--- src/rtl/mem_miss_controller_pkg.sv ---
`default_nettype none
// ============================================================================
// Module   : mem_miss_controller_pkg
// Purpose  : Shared types and constants for the cache-miss / memory-port
//            controller: FSM state encoding, refill target encodings and
//            address offset helpers.
// Revision : 1.0 - initial release
// ============================================================================
package mem_miss_controller_pkg;

  // Controller states; explicit 3-bit encoding
  typedef enum logic [2:0] {
    ST_IDLE    = 3'd0,
    ST_D_FILL  = 3'd1,
    ST_I_FILL  = 3'd2,
    ST_D_WRITE = 3'd3,
    ST_RELOOK  = 3'd4
  } state_t;

  // Refill target / last transaction owner
  localparam logic SEL_I = 1'b0;
  localparam logic SEL_D = 1'b1;

  // Number of byte-offset bits inside one cache line
  function automatic int line_off_bits(input int line_words, input int data_w);
    return $clog2(line_words * data_w / 8);
  endfunction

  // Number of byte-offset bits inside one data word
  function automatic int word_off_bits(input int data_w);
    return $clog2(data_w / 8);
  endfunction

endpackage : mem_miss_controller_pkg
`default_nettype wire

--- src/rtl/mem_miss_controller_stall_unit.sv ---
`default_nettype none
// ============================================================================
// Module   : mem_miss_controller_stall_unit
// Purpose  : Combinational decode of pipeline stage enables and the ID/EX
//            bubble from the controller state and the current miss/store
//            conditions.
// Revision : 1.0 - initial release
// ============================================================================
module mem_miss_controller_stall_unit
  import mem_miss_controller_pkg::*;
(
  input  logic [2:0] state,
  input  logic       last_sel,
  input  logic       d_miss,
  input  logic       d_store,
  input  logic       i_miss,
  output logic       pc_en,
  output logic       if_id_en,
  output logic       id_ex_en,
  output logic       ex_mem_en,
  output logic       mem_wb_en,
  output logic       id_ex_bubble
);

  logic freeze;   // whole pipeline held
  logic istall;   // front end held, back end drains with a bubble
  logic d_need;   // MEM stage needs the memory port

  assign d_need = d_miss | d_store;

  // Classify the cycle as run / front-end stall / full freeze.
  // A MEM-stage store seen during an I refill also freezes: letting the
  // back end advance would drop the write-through.
  always_comb begin
    freeze = 1'b0;
    istall = 1'b0;
    case (state)
      ST_IDLE: begin
        freeze = d_need;
        istall = i_miss & ~d_need;
      end
      ST_D_FILL, ST_D_WRITE: begin
        freeze = 1'b1;
      end
      ST_I_FILL: begin
        freeze = d_need;
        istall = ~d_need;
      end
      ST_RELOOK: begin
        if (last_sel == SEL_D) begin
          freeze = 1'b1;
        end else begin
          freeze = d_need;
          istall = ~d_need;
        end
      end
      default: begin
        freeze = 1'b0;
        istall = 1'b0;
      end
    endcase
  end

  assign pc_en        = ~freeze & ~istall;
  assign if_id_en     = ~freeze & ~istall;
  assign id_ex_en     = ~freeze;
  assign ex_mem_en    = ~freeze;
  assign mem_wb_en    = ~freeze;
  assign id_ex_bubble = istall;

endmodule : mem_miss_controller_stall_unit
`default_nettype wire

--- src/rtl/mem_miss_controller.sv ---
`default_nettype none
// ============================================================================
// Module   : mem_miss_controller
// Purpose  : Arbitrates the single main-memory port between I-cache refills,
//            D-cache refills and write-through stores, and freezes the
//            pipeline until the transaction completes and the cache re-looks.
// Revision : 1.0 - initial release
// ============================================================================
module mem_miss_controller
  import mem_miss_controller_pkg::*;
#(
  parameter int ADDR_W     = 32,
  parameter int DATA_W     = 32,
  parameter int LINE_WORDS = 4,
  parameter int CNT_W      = 16
) (
  input  logic                          clk,
  input  logic                          rst_n,
  input  logic                          if_req,
  input  logic                          if_hit,
  input  logic [ADDR_W-1:0]             if_addr,
  input  logic                          d_req,
  input  logic                          d_we,
  input  logic                          d_hit,
  input  logic [ADDR_W-1:0]             d_addr,
  input  logic [DATA_W-1:0]             d_wdata,
  output logic                          mm_req,
  output logic                          mm_we,
  output logic [ADDR_W-1:0]             mm_addr,
  output logic [DATA_W-1:0]             mm_wdata,
  input  logic                          mm_ack,
  output logic                          refill_valid,
  output logic                          refill_sel,
  output logic [$clog2(LINE_WORDS)-1:0] refill_idx,
  output logic                          pc_en,
  output logic                          if_id_en,
  output logic                          id_ex_en,
  output logic                          ex_mem_en,
  output logic                          mem_wb_en,
  output logic                          id_ex_bubble,
  output logic [CNT_W-1:0]              i_miss_cnt,
  output logic [CNT_W-1:0]              d_miss_cnt
);

  localparam int                IDX_W      = $clog2(LINE_WORDS);
  localparam int                LINE_OFF   = line_off_bits(LINE_WORDS, DATA_W);
  localparam int                WORD_OFF   = word_off_bits(DATA_W);
  localparam logic [ADDR_W-1:0] LINE_MASK  = {ADDR_W{1'b1}} << LINE_OFF;
  localparam logic [ADDR_W-1:0] WORD_MASK  = {ADDR_W{1'b1}} << WORD_OFF;
  localparam logic [ADDR_W-1:0] WORD_BYTES = ADDR_W'(DATA_W / 8);
  localparam logic [IDX_W-1:0]  LAST_IDX   = IDX_W'(LINE_WORDS - 1);

  state_t              state_q, state_d;
  logic                last_sel_q, last_sel_d;
  logic                mm_req_q, mm_req_d;
  logic                mm_we_q, mm_we_d;
  logic [ADDR_W-1:0]   mm_addr_q, mm_addr_d;
  logic [DATA_W-1:0]   mm_wdata_q, mm_wdata_d;
  logic [IDX_W-1:0]    idx_q, idx_d;
  logic [CNT_W-1:0]    i_cnt_q, i_cnt_d;
  logic [CNT_W-1:0]    d_cnt_q, d_cnt_d;

  logic d_miss, d_store, i_miss, ack, filling;

  assign d_miss  = d_req & ~d_we & ~d_hit;
  assign d_store = d_req & d_we;
  assign i_miss  = if_req & ~if_hit;
  // Acks outside an outstanding request are ignored
  assign ack     = mm_ack & mm_req_q;
  assign filling = (state_q == ST_D_FILL) || (state_q == ST_I_FILL);

  // Next-state, memory request and counter update
  always_comb begin
    state_d    = state_q;
    last_sel_d = last_sel_q;
    mm_req_d   = mm_req_q;
    mm_we_d    = mm_we_q;
    mm_addr_d  = mm_addr_q;
    mm_wdata_d = mm_wdata_q;
    idx_d      = idx_q;
    i_cnt_d    = i_cnt_q;
    d_cnt_d    = d_cnt_q;
    case (state_q)
      ST_IDLE: begin
        // The MEM-stage access is the older instruction, so it wins
        if (d_miss) begin
          state_d    = ST_D_FILL;
          last_sel_d = SEL_D;
          mm_req_d   = 1'b1;
          mm_we_d    = 1'b0;
          mm_addr_d  = d_addr & LINE_MASK;
          idx_d      = '0;
          if (d_cnt_q != {CNT_W{1'b1}}) d_cnt_d = d_cnt_q + CNT_W'(1);
        end else if (d_store) begin
          state_d    = ST_D_WRITE;
          last_sel_d = SEL_D;
          mm_req_d   = 1'b1;
          mm_we_d    = 1'b1;
          mm_addr_d  = d_addr & WORD_MASK;
          mm_wdata_d = d_wdata;
        end else if (i_miss) begin
          state_d    = ST_I_FILL;
          last_sel_d = SEL_I;
          mm_req_d   = 1'b1;
          mm_we_d    = 1'b0;
          mm_addr_d  = if_addr & LINE_MASK;
          idx_d      = '0;
          if (i_cnt_q != {CNT_W{1'b1}}) i_cnt_d = i_cnt_q + CNT_W'(1);
        end
      end
      ST_D_FILL, ST_I_FILL: begin
        if (ack) begin
          idx_d     = idx_q + IDX_W'(1);
          mm_addr_d = mm_addr_q + WORD_BYTES;
          if (idx_q == LAST_IDX) begin
            mm_req_d = 1'b0;
            state_d  = ST_RELOOK;
          end
        end
      end
      ST_D_WRITE: begin
        if (ack) begin
          mm_req_d = 1'b0;
          mm_we_d  = 1'b0;
          state_d  = ST_RELOOK;
        end
      end
      ST_RELOOK: begin
        state_d = ST_IDLE;
      end
      default: begin
        state_d  = ST_IDLE;
        mm_req_d = 1'b0;
        mm_we_d  = 1'b0;
      end
    endcase
  end

  // State and memory-port registers; reset aborts any burst in flight
  always_ff @(posedge clk or negedge rst_n) begin
    if (!rst_n) begin
      state_q    <= ST_IDLE;
      last_sel_q <= SEL_I;
      mm_req_q   <= 1'b0;
      mm_we_q    <= 1'b0;
      mm_addr_q  <= '0;
      mm_wdata_q <= '0;
      idx_q      <= '0;
      i_cnt_q    <= '0;
      d_cnt_q    <= '0;
    end else begin
      state_q    <= state_d;
      last_sel_q <= last_sel_d;
      mm_req_q   <= mm_req_d;
      mm_we_q    <= mm_we_d;
      mm_addr_q  <= mm_addr_d;
      mm_wdata_q <= mm_wdata_d;
      idx_q      <= idx_d;
      i_cnt_q    <= i_cnt_d;
      d_cnt_q    <= d_cnt_d;
    end
  end

  assign mm_req       = mm_req_q;
  assign mm_we        = mm_we_q;
  assign mm_addr      = mm_addr_q;
  assign mm_wdata     = mm_wdata_q;
  assign refill_valid = ack & filling;
  assign refill_sel   = last_sel_q;
  assign refill_idx   = idx_q;
  assign i_miss_cnt   = i_cnt_q;
  assign d_miss_cnt   = d_cnt_q;

  mem_miss_controller_stall_unit u_stall_unit (
    .state        (state_q),
    .last_sel     (last_sel_q),
    .d_miss       (d_miss),
    .d_store      (d_store),
    .i_miss       (i_miss),
    .pc_en        (pc_en),
    .if_id_en     (if_id_en),
    .id_ex_en     (id_ex_en),
    .ex_mem_en    (ex_mem_en),
    .mem_wb_en    (mem_wb_en),
    .id_ex_bubble (id_ex_bubble)
  );

endmodule : mem_miss_controller
`default_nettype wire

--- config.mk ---
export PLATFORM = sky130hd
export DESIGN_NAME = mem_miss_controller
export DESIGN_NICKNAME = d
export VERILOG_FILES = /design/src/rtl/mem_miss_controller_pkg.sv /design/src/rtl/mem_miss_controller_stall_unit.sv /design/src/rtl/mem_miss_controller.sv
export SDC_FILE = /design/constraint.sdc
export NUM_CORES = 1
export LEC_CHECK = 0
export CORE_ASPECT_RATIO = 1.75
export CORE_MARGIN = 5
export CORE_UTILIZATION = 48
export DETAILED_ROUTE_END_ITERATION = 10
export GPL_ROUTABILITY_DRIVEN = 0
export PLACE_DENSITY = 0.86
export SYNTH_ARGS = -nofsm -noshare
export SYNTH_HDL_FRONTEND = slang
export SYNTH_SLANG_ARGS = --single-unit
--- constraint.sdc ---
create_clock -name clk -period 3.53 [get_ports clk]
set_input_delay 0.706 -clock clk [delete_from_list [all_inputs] [get_ports clk]]
set_output_delay 0.706 -clock clk [all_outputs]
set_load 0.1 [all_outputs]
==> results.md, run 1 <==
- Status: finished, final reports clean
- IO Count: 212
- Crit path from: d_we
- Largest net degree at the start of global routing: 48
- Post-cts sizing count: 0
- Cell area after layout: 0.00797 mm^2
- Yosys cell types: 61
- Clk root buf: clkbuf_16
- Worst slew margin: 32.3%
- Hold-fix buffers, CTS: 0
- Post-CTS Setup Bufs: 0
- Skew-Pair Late Insertion Delay: 0.35 ns
- Final Setup Violations: 0
- GR Util All Layers: 24.5%
- Met1 wire length: 6150 um
- Register area share after synthesis: 46.2%
- Die Wd: 91.1 um
- RSZ-0062 raised after global routing: no
- Largest area contributor in the netlist: dfrtp_1
- Syn Area/Cell: 9.89 um^2
- Syn Std Cell Area: 0.00553 mm^2
- Synth Area in Adders: 0.905%
- Drt drc: 0
- Finished Core Util: 69.6%
- Critical path startpoint category: input pin
- Initial antenna violation count: 0
- EDFF count, synth: 0
- CORE AREA: 0.0115 mm^2
- Post-synth top flop: dfrtp_1
- First-pass GRT wire length: 27800 um
- Mapped Cells: 559
- Critical path endpoint category: output pin
- Die area: 0.0138 mm^2
- Peak Freq: 317 MHz
- Post-DP Area: 0.00769 mm^2
- Mux cell area share after synthesis: 10.0%
- Hold Vio Cnt, Final: 0
- Number of global-route vias before repair: 5428
- Drt wl/cell: 19.4 um
- Die height: 152 um
- Layout cells sized above 1: 16.1%
- HP Class: in2async
- Top routing layer in use: met4
- Grt ovf: 0
- # port buffers: 203
- Post-synth top area share: 46.2%
- Critical path peak fanout: 13
- Met2 WL post-DR: 9620 um
- Worst path required time: 2.82 ns
- Crit Path Category: in2out
- Starting Density: 48.3%
- XOR/XNOR share of the synthesized area: 4.44%
- Period utilization: 89.4%
- Routed WL: 17200 um
- DR pass1 iterations: 5
- Antenna cells: 0
- Clock Path Buffers: 2
- Simple-Gate Fraction of Synth Area: 17.9%
- Seq cells post-synth: 102
- Starting DRT DRC Count: 273
- Slew of the pin with the lowest slew margin: 1.01 ns
- Placement Setup Slack: 0.400 ns
- Clock skew: 0.0101 ns
- Final TNS setup: 0 ns
- Fin nets: 856
- Met3 wire length: 1020 um
- Yosys warning count: 0
- Max Cap Violations: 0
- Vias per Instance: 5.99
- Post-synthesis compound-gate area fraction: 16.4%
- Area grow syn2layout: 44.2%
- Hpwl dp: 13200 um
- DR vias: 5323
- CTS tree: yes
- Number of buffers created by CTS: 9
- Fraction of registers with async set/reset: 100%
- Final worst slack: 0.375 ns
- Area contributors post-synth: dfrtp_1 46%, mux2_2 8.8%, a21oi_1 3.5%, nand2_1 2.9%, nand3_1 2.8%
- Row cnt: 52
- Minimum clock period: 3.16 ns
- # H-tree levels: 3
- CTS clk-pin slew, worst paths: 0.08 ns
- R2R Path Start: state_q[0]
- Routed Antenna Nets: 0
- Largest family of logic cells by synthesized area: simple AND/OR/NAND/NOR gates
- CP Data Arrival Time: 2.45 ns
- TritonCTS Sinks: 102
- Final Max Tran Viols: 0
- Filler Cell Count: 885
state kept, by name, indices dropped and copies added (netlist names):
register / flops
refill_idx: 2
mm_wdata: 32
mm_req: 1
i_miss_cnt: 16
state_q: 3
mm_addr: 30
mm_we: 1
d_miss_cnt: 16
refill_sel: 1
worst paths after layout:
kind | to | slack [ns] | cells after the start
max | pc_en | 0.37 | 6
min | i_miss_cnt[8] | 0.37 | 1
max reg2reg | mm_addr[21] | 0.93 | 7
min reg2reg | d_miss_cnt[8] | 0.50 | 1
max in group asynchronous | mm_wdata[31] | 2.29 | 2
min in group clk | d_miss_cnt[8] | 0.50 | 1
cells in the mapped netlist (all sizes together) (11+ instances only):
library cell	number
nor3	16
nand3	31
nor2	36
xor2	13
nand2	42
a21oi	39
a31oi	11
inv	13
mux2	43
xnor2	15
nand4	11
o22a	11
o21ai	14
a211oi	12
and3	16
dfrtp	102
clkbuf	28
through the flow:
stage	hold WS [ns]	instances
global route	0.401	888
finish	0.368	888
global placement	0.480	872
CTS	0.393	888
detailed placement	0.482	872
floorplan	0.410	560
per-layer routing:
layer  vias up  track usage [%]
li1       2437                -
met1      2624             27.1
met2       226             45.7
met3        36             4.45
met4         0             8.67
met5         -                0
critical path, stage by stage:
cell and delay [ns]:
clkdlybuf4s50_1 0.54, nand2b_1 0.38, nand2_1 0.16, a22o_4 0.33, nor2b_4 0.16, buf_12 0.17
placed cells by master, fill, tap and decap left out, types with 12 or more instances in the layout:
master / count
xor2_1: 13
nor2_1: 34
a21oi_1: 39
buf_4: 38
inv_1: 13
nor3_1: 13
xnor2_1: 15
nand3_1: 31
and3_1: 16
clkdlybuf4s50_1: 170
mux2_2: 43
o21ai_0: 13
dfrtp_1: 102
a211oi_1: 12
nand2_1: 42
kinds of logic (layout without fill, tap and decap cells):
kind of cell	count (synthesis)	in the layout
AND/OR/NAND/NOR	190	190
multiplexers	50	50
AO/OA/AOI/OAI	133	133
buffers and inverters	51	244
adder cells (fa/ha/maj)	4	4
flip-flops	102	102
other	1	2
XOR/XNOR	28	28
layout make-up:
type | count | area [um^2] | share of cell area (%)
Tap cell | 135 | 169 | 2.12
Clock buffer | 10 | 229 | 2.87
Multi-Input combinational cell | 407 | 2790 | 35.0
Sequential cell | 102 | 2550 | 32.0
Timing Repair Buffer | 215 | 2130 | 26.7
Clock inverter | 6 | 53.8 | 0.675
Inverter | 13 | 48.8 | 0.612
Power of run 1 is not shown: default switching activity piles up to over one toggle a cycle in this logic, so the estimate is an artifact.
==> run 2, diff against run 1 <==
--- a/config.mk
+++ b/config.mk
@@ -11,6 +11,7 @@
 export DETAILED_ROUTE_END_ITERATION = 10
 export GPL_ROUTABILITY_DRIVEN = 0
 export PLACE_DENSITY = 0.86
+export SKIP_LAST_GASP = 1
 export SYNTH_ARGS = -nofsm -noshare
 export SYNTH_HDL_FRONTEND = slang
 export SYNTH_SLANG_ARGS = --single-unit
==> results of run 2 <==
No change in the layout: final DEF, timing and power equal those of run 1.
Power of run 2 is left out for the same reason.
==> run 3, diff against run 2 <==
--- a/config.mk
+++ b/config.mk
@@ -10,6 +10,7 @@
 export CORE_UTILIZATION = 48
 export DETAILED_ROUTE_END_ITERATION = 10
 export GPL_ROUTABILITY_DRIVEN = 0
+export GPL_TIMING_DRIVEN = 0
 export PLACE_DENSITY = 0.86
 export SKIP_LAST_GASP = 1
 export SYNTH_ARGS = -nofsm -noshare
==> run 3 against run 2 <==
Die area unchanged. Worst hold slack worse by 0.043 ns. Flip-flop and latch count unchanged. Setup slack worse by 0.26 ns. Clock skew down 0.0013 ns. Critical path type unchanged. Highest routed layer unchanged. Final cell count up 2.8%. First-iteration DRC count up 34%.
==> results.md, run 3 (synthesis results as in run 1) <==
- Status: finished, final reports clean
- Area grow syn2layout: 45.9%
- Initial antenna violation count: 0
- Worst path cell trace: clkdlybuf4s50_1 -> nand2b_1 -> clkbuf_2 -> nand2_4 -> a22o_4 -> nor2b_4 -> buf_6 -> clkbuf_4
- GR Util All Layers: 26.2%
- Drt drc: 0
- Row cnt: 52
- Largest net degree at the start of global routing: 68
- Commonest cells after routing, fill and taps aside: 194 x clkdlybuf4s50_1, 102 x dfrtp_1, 43 x mux2_2, 41 x nand2_1, 39 x a21oi_1
- Clk root buf: clkbuf_16
- Clock Path Buffers: 2
- Worst path required time: 2.82 ns
- Vias per Instance: 6.03
- Period utilization: 96.8%
- CP delay by family, top: buffers and inverters
- Max Cap Violations: 0
- Hpwl dp: 14500 um
- Drt wl/cell: 20.5 um
- Worst slew margin: 22.7%
- First-pass GRT wire length: 29500 um
- CTS tree: yes
- CORE AREA: 0.0115 mm^2
- Critical path endpoint category: output pin
- R2R Path Start: mm_addr[8]
- Crit-path slowest cell: clkdlybuf4s50_1
- TritonCTS Sinks: 102
- Number of global-route vias before repair: 5766
- Die area: 0.0138 mm^2
- Fin nets: 881
- Final Setup Violations: 0
- HP Class: in2async
- RSZ-0062 raised after global routing: no
- Crit path from: d_we
- Worst R2R Path Depth: 5
- M1 GR Usage: 28.2%
- Met3 Use GR: 5.34%
- Hold-fix buffers, CTS: 0
- Minimum clock period: 3.42 ns
- Starting Density: 48.3%
- Placement Setup Slack: -1.07 ns
- IO Count: 212
- # H-tree levels: 3
- Commonest non-fill, non-tap cell in the layout: clkdlybuf4s50_1
- Final Max Tran Viols: 0
- Crit path largest cell delay: 0.54 ns
- DR pass1 iterations: 5
- Routed Antenna Nets: 0
- Critical path peak fanout: 18
- Clock skew: 0.00876 ns
- Die height: 152 um
- Peak Freq: 293 MHz
- Hold Vio Cnt, Final: 0
- Crit Path Category: in2out
- Skew-Pair Late Insertion Delay: 0.34 ns
- Layout cells sized above 1: 12.0%
- CP Data Arrival Time: 2.71 ns
- Critical path depth: 8
- # port buffers: 202
- Critical path startpoint category: input pin
- Grt ovf: 0
- Routed WL: 18700 um
- Die Wd: 91.1 um
- Final worst slack: 0.113 ns
- Starting DRT DRC Count: 365
- CTS clk-pin slew, worst paths: 0.07 ns
- DR vias: 5505
- Post-CTS Setup Bufs: 0
- Top Usage Layer GRT: met2
- Global Route met2 Usage: 46.2%
- Number of flip-flops in the largest register: 32
- Number of buffers created by CTS: 9
- Filler Cell Count: 851
- Antenna cells: 0
- Slew of the pin with the lowest slew margin: 1.15 ns
- Worst path buffer plus inverter count: 4
-- run 3: changes by cell type in the layout (fill, tap and decap cells not counted), sizes merged --
cell / previous run / this run
bufinv: 0 / 2
clkinv: 2 / 1
clkinvlp: 1 / 0
clkbuf: 10 / 40
buf: 45 / 16
clkdlybuf4s50: 170 / 194
-- run 3: what timing repair did --
action                     in CTS  in global routing
setup endpoints to repair       7                  7
resized for setup              31                  6
pin swaps                       0                  0
-- run 3: layout make-up --
| cell class | instances | area, um^2 | share of cell area, % |
|---|---|---|---|
| Inverter | 13 | 48.8 | 0.605 |
| Clock buffer | 10 | 229 | 2.84 |
| Multi-Input combinational cell | 407 | 2780 | 34.5 |
| Clock inverter | 6 | 91.3 | 1.13 |
| Tap cell | 135 | 169 | 2.09 |
| Buffer | 37 | 174 | 2.16 |
| Sequential cell | 102 | 2550 | 31.6 |
| Timing Repair Buffer | 203 | 2020 | 25.0 |
-- run 3: metal layers --
metal / share of wire (%) / vias to the layer above
met5: 0 / -
met3: 8.0 / 91
met1: 33 / 2608
met2: 53 / 326
met4: 5.4 / 0
li1: - / 2480
-- run 3: final timing paths --
path / end / slack (ns)
max in group asynchronous: mm_addr[5] / 2.49
min: mm_wdata[16] / 0.33
max: pc_en / 0.11
min reg2reg: d_miss_cnt[11] / 0.50
max reg2reg: mm_addr[24] / 0.72
min in group clk: d_miss_cnt[11] / 0.50
-- run 3: through the flow --
| stage | hold slack, ns | setup TNS, ns | instances | instance area [um^2] | util [%] |
|---|---|---|---|---|---|
| final | 0.325 | 0 | 913 | 8070 | 70.4 |
| after global routing | 0.355 | 0 | 913 | 8070 | 70.4 |
| after global placement | 0.479 | -204.54 | 897 | 7740 | 67.6 |
| after floorplan | 0.410 | 0 | 560 | 5550 | - |
| after CTS | 0.329 | -0.414 | 914 | 8070 | 70.5 |
| after detailed placement | 0.488 | -5.28 | 898 | 7770 | 67.8 |
Power of run 3 is left out for the same reason.
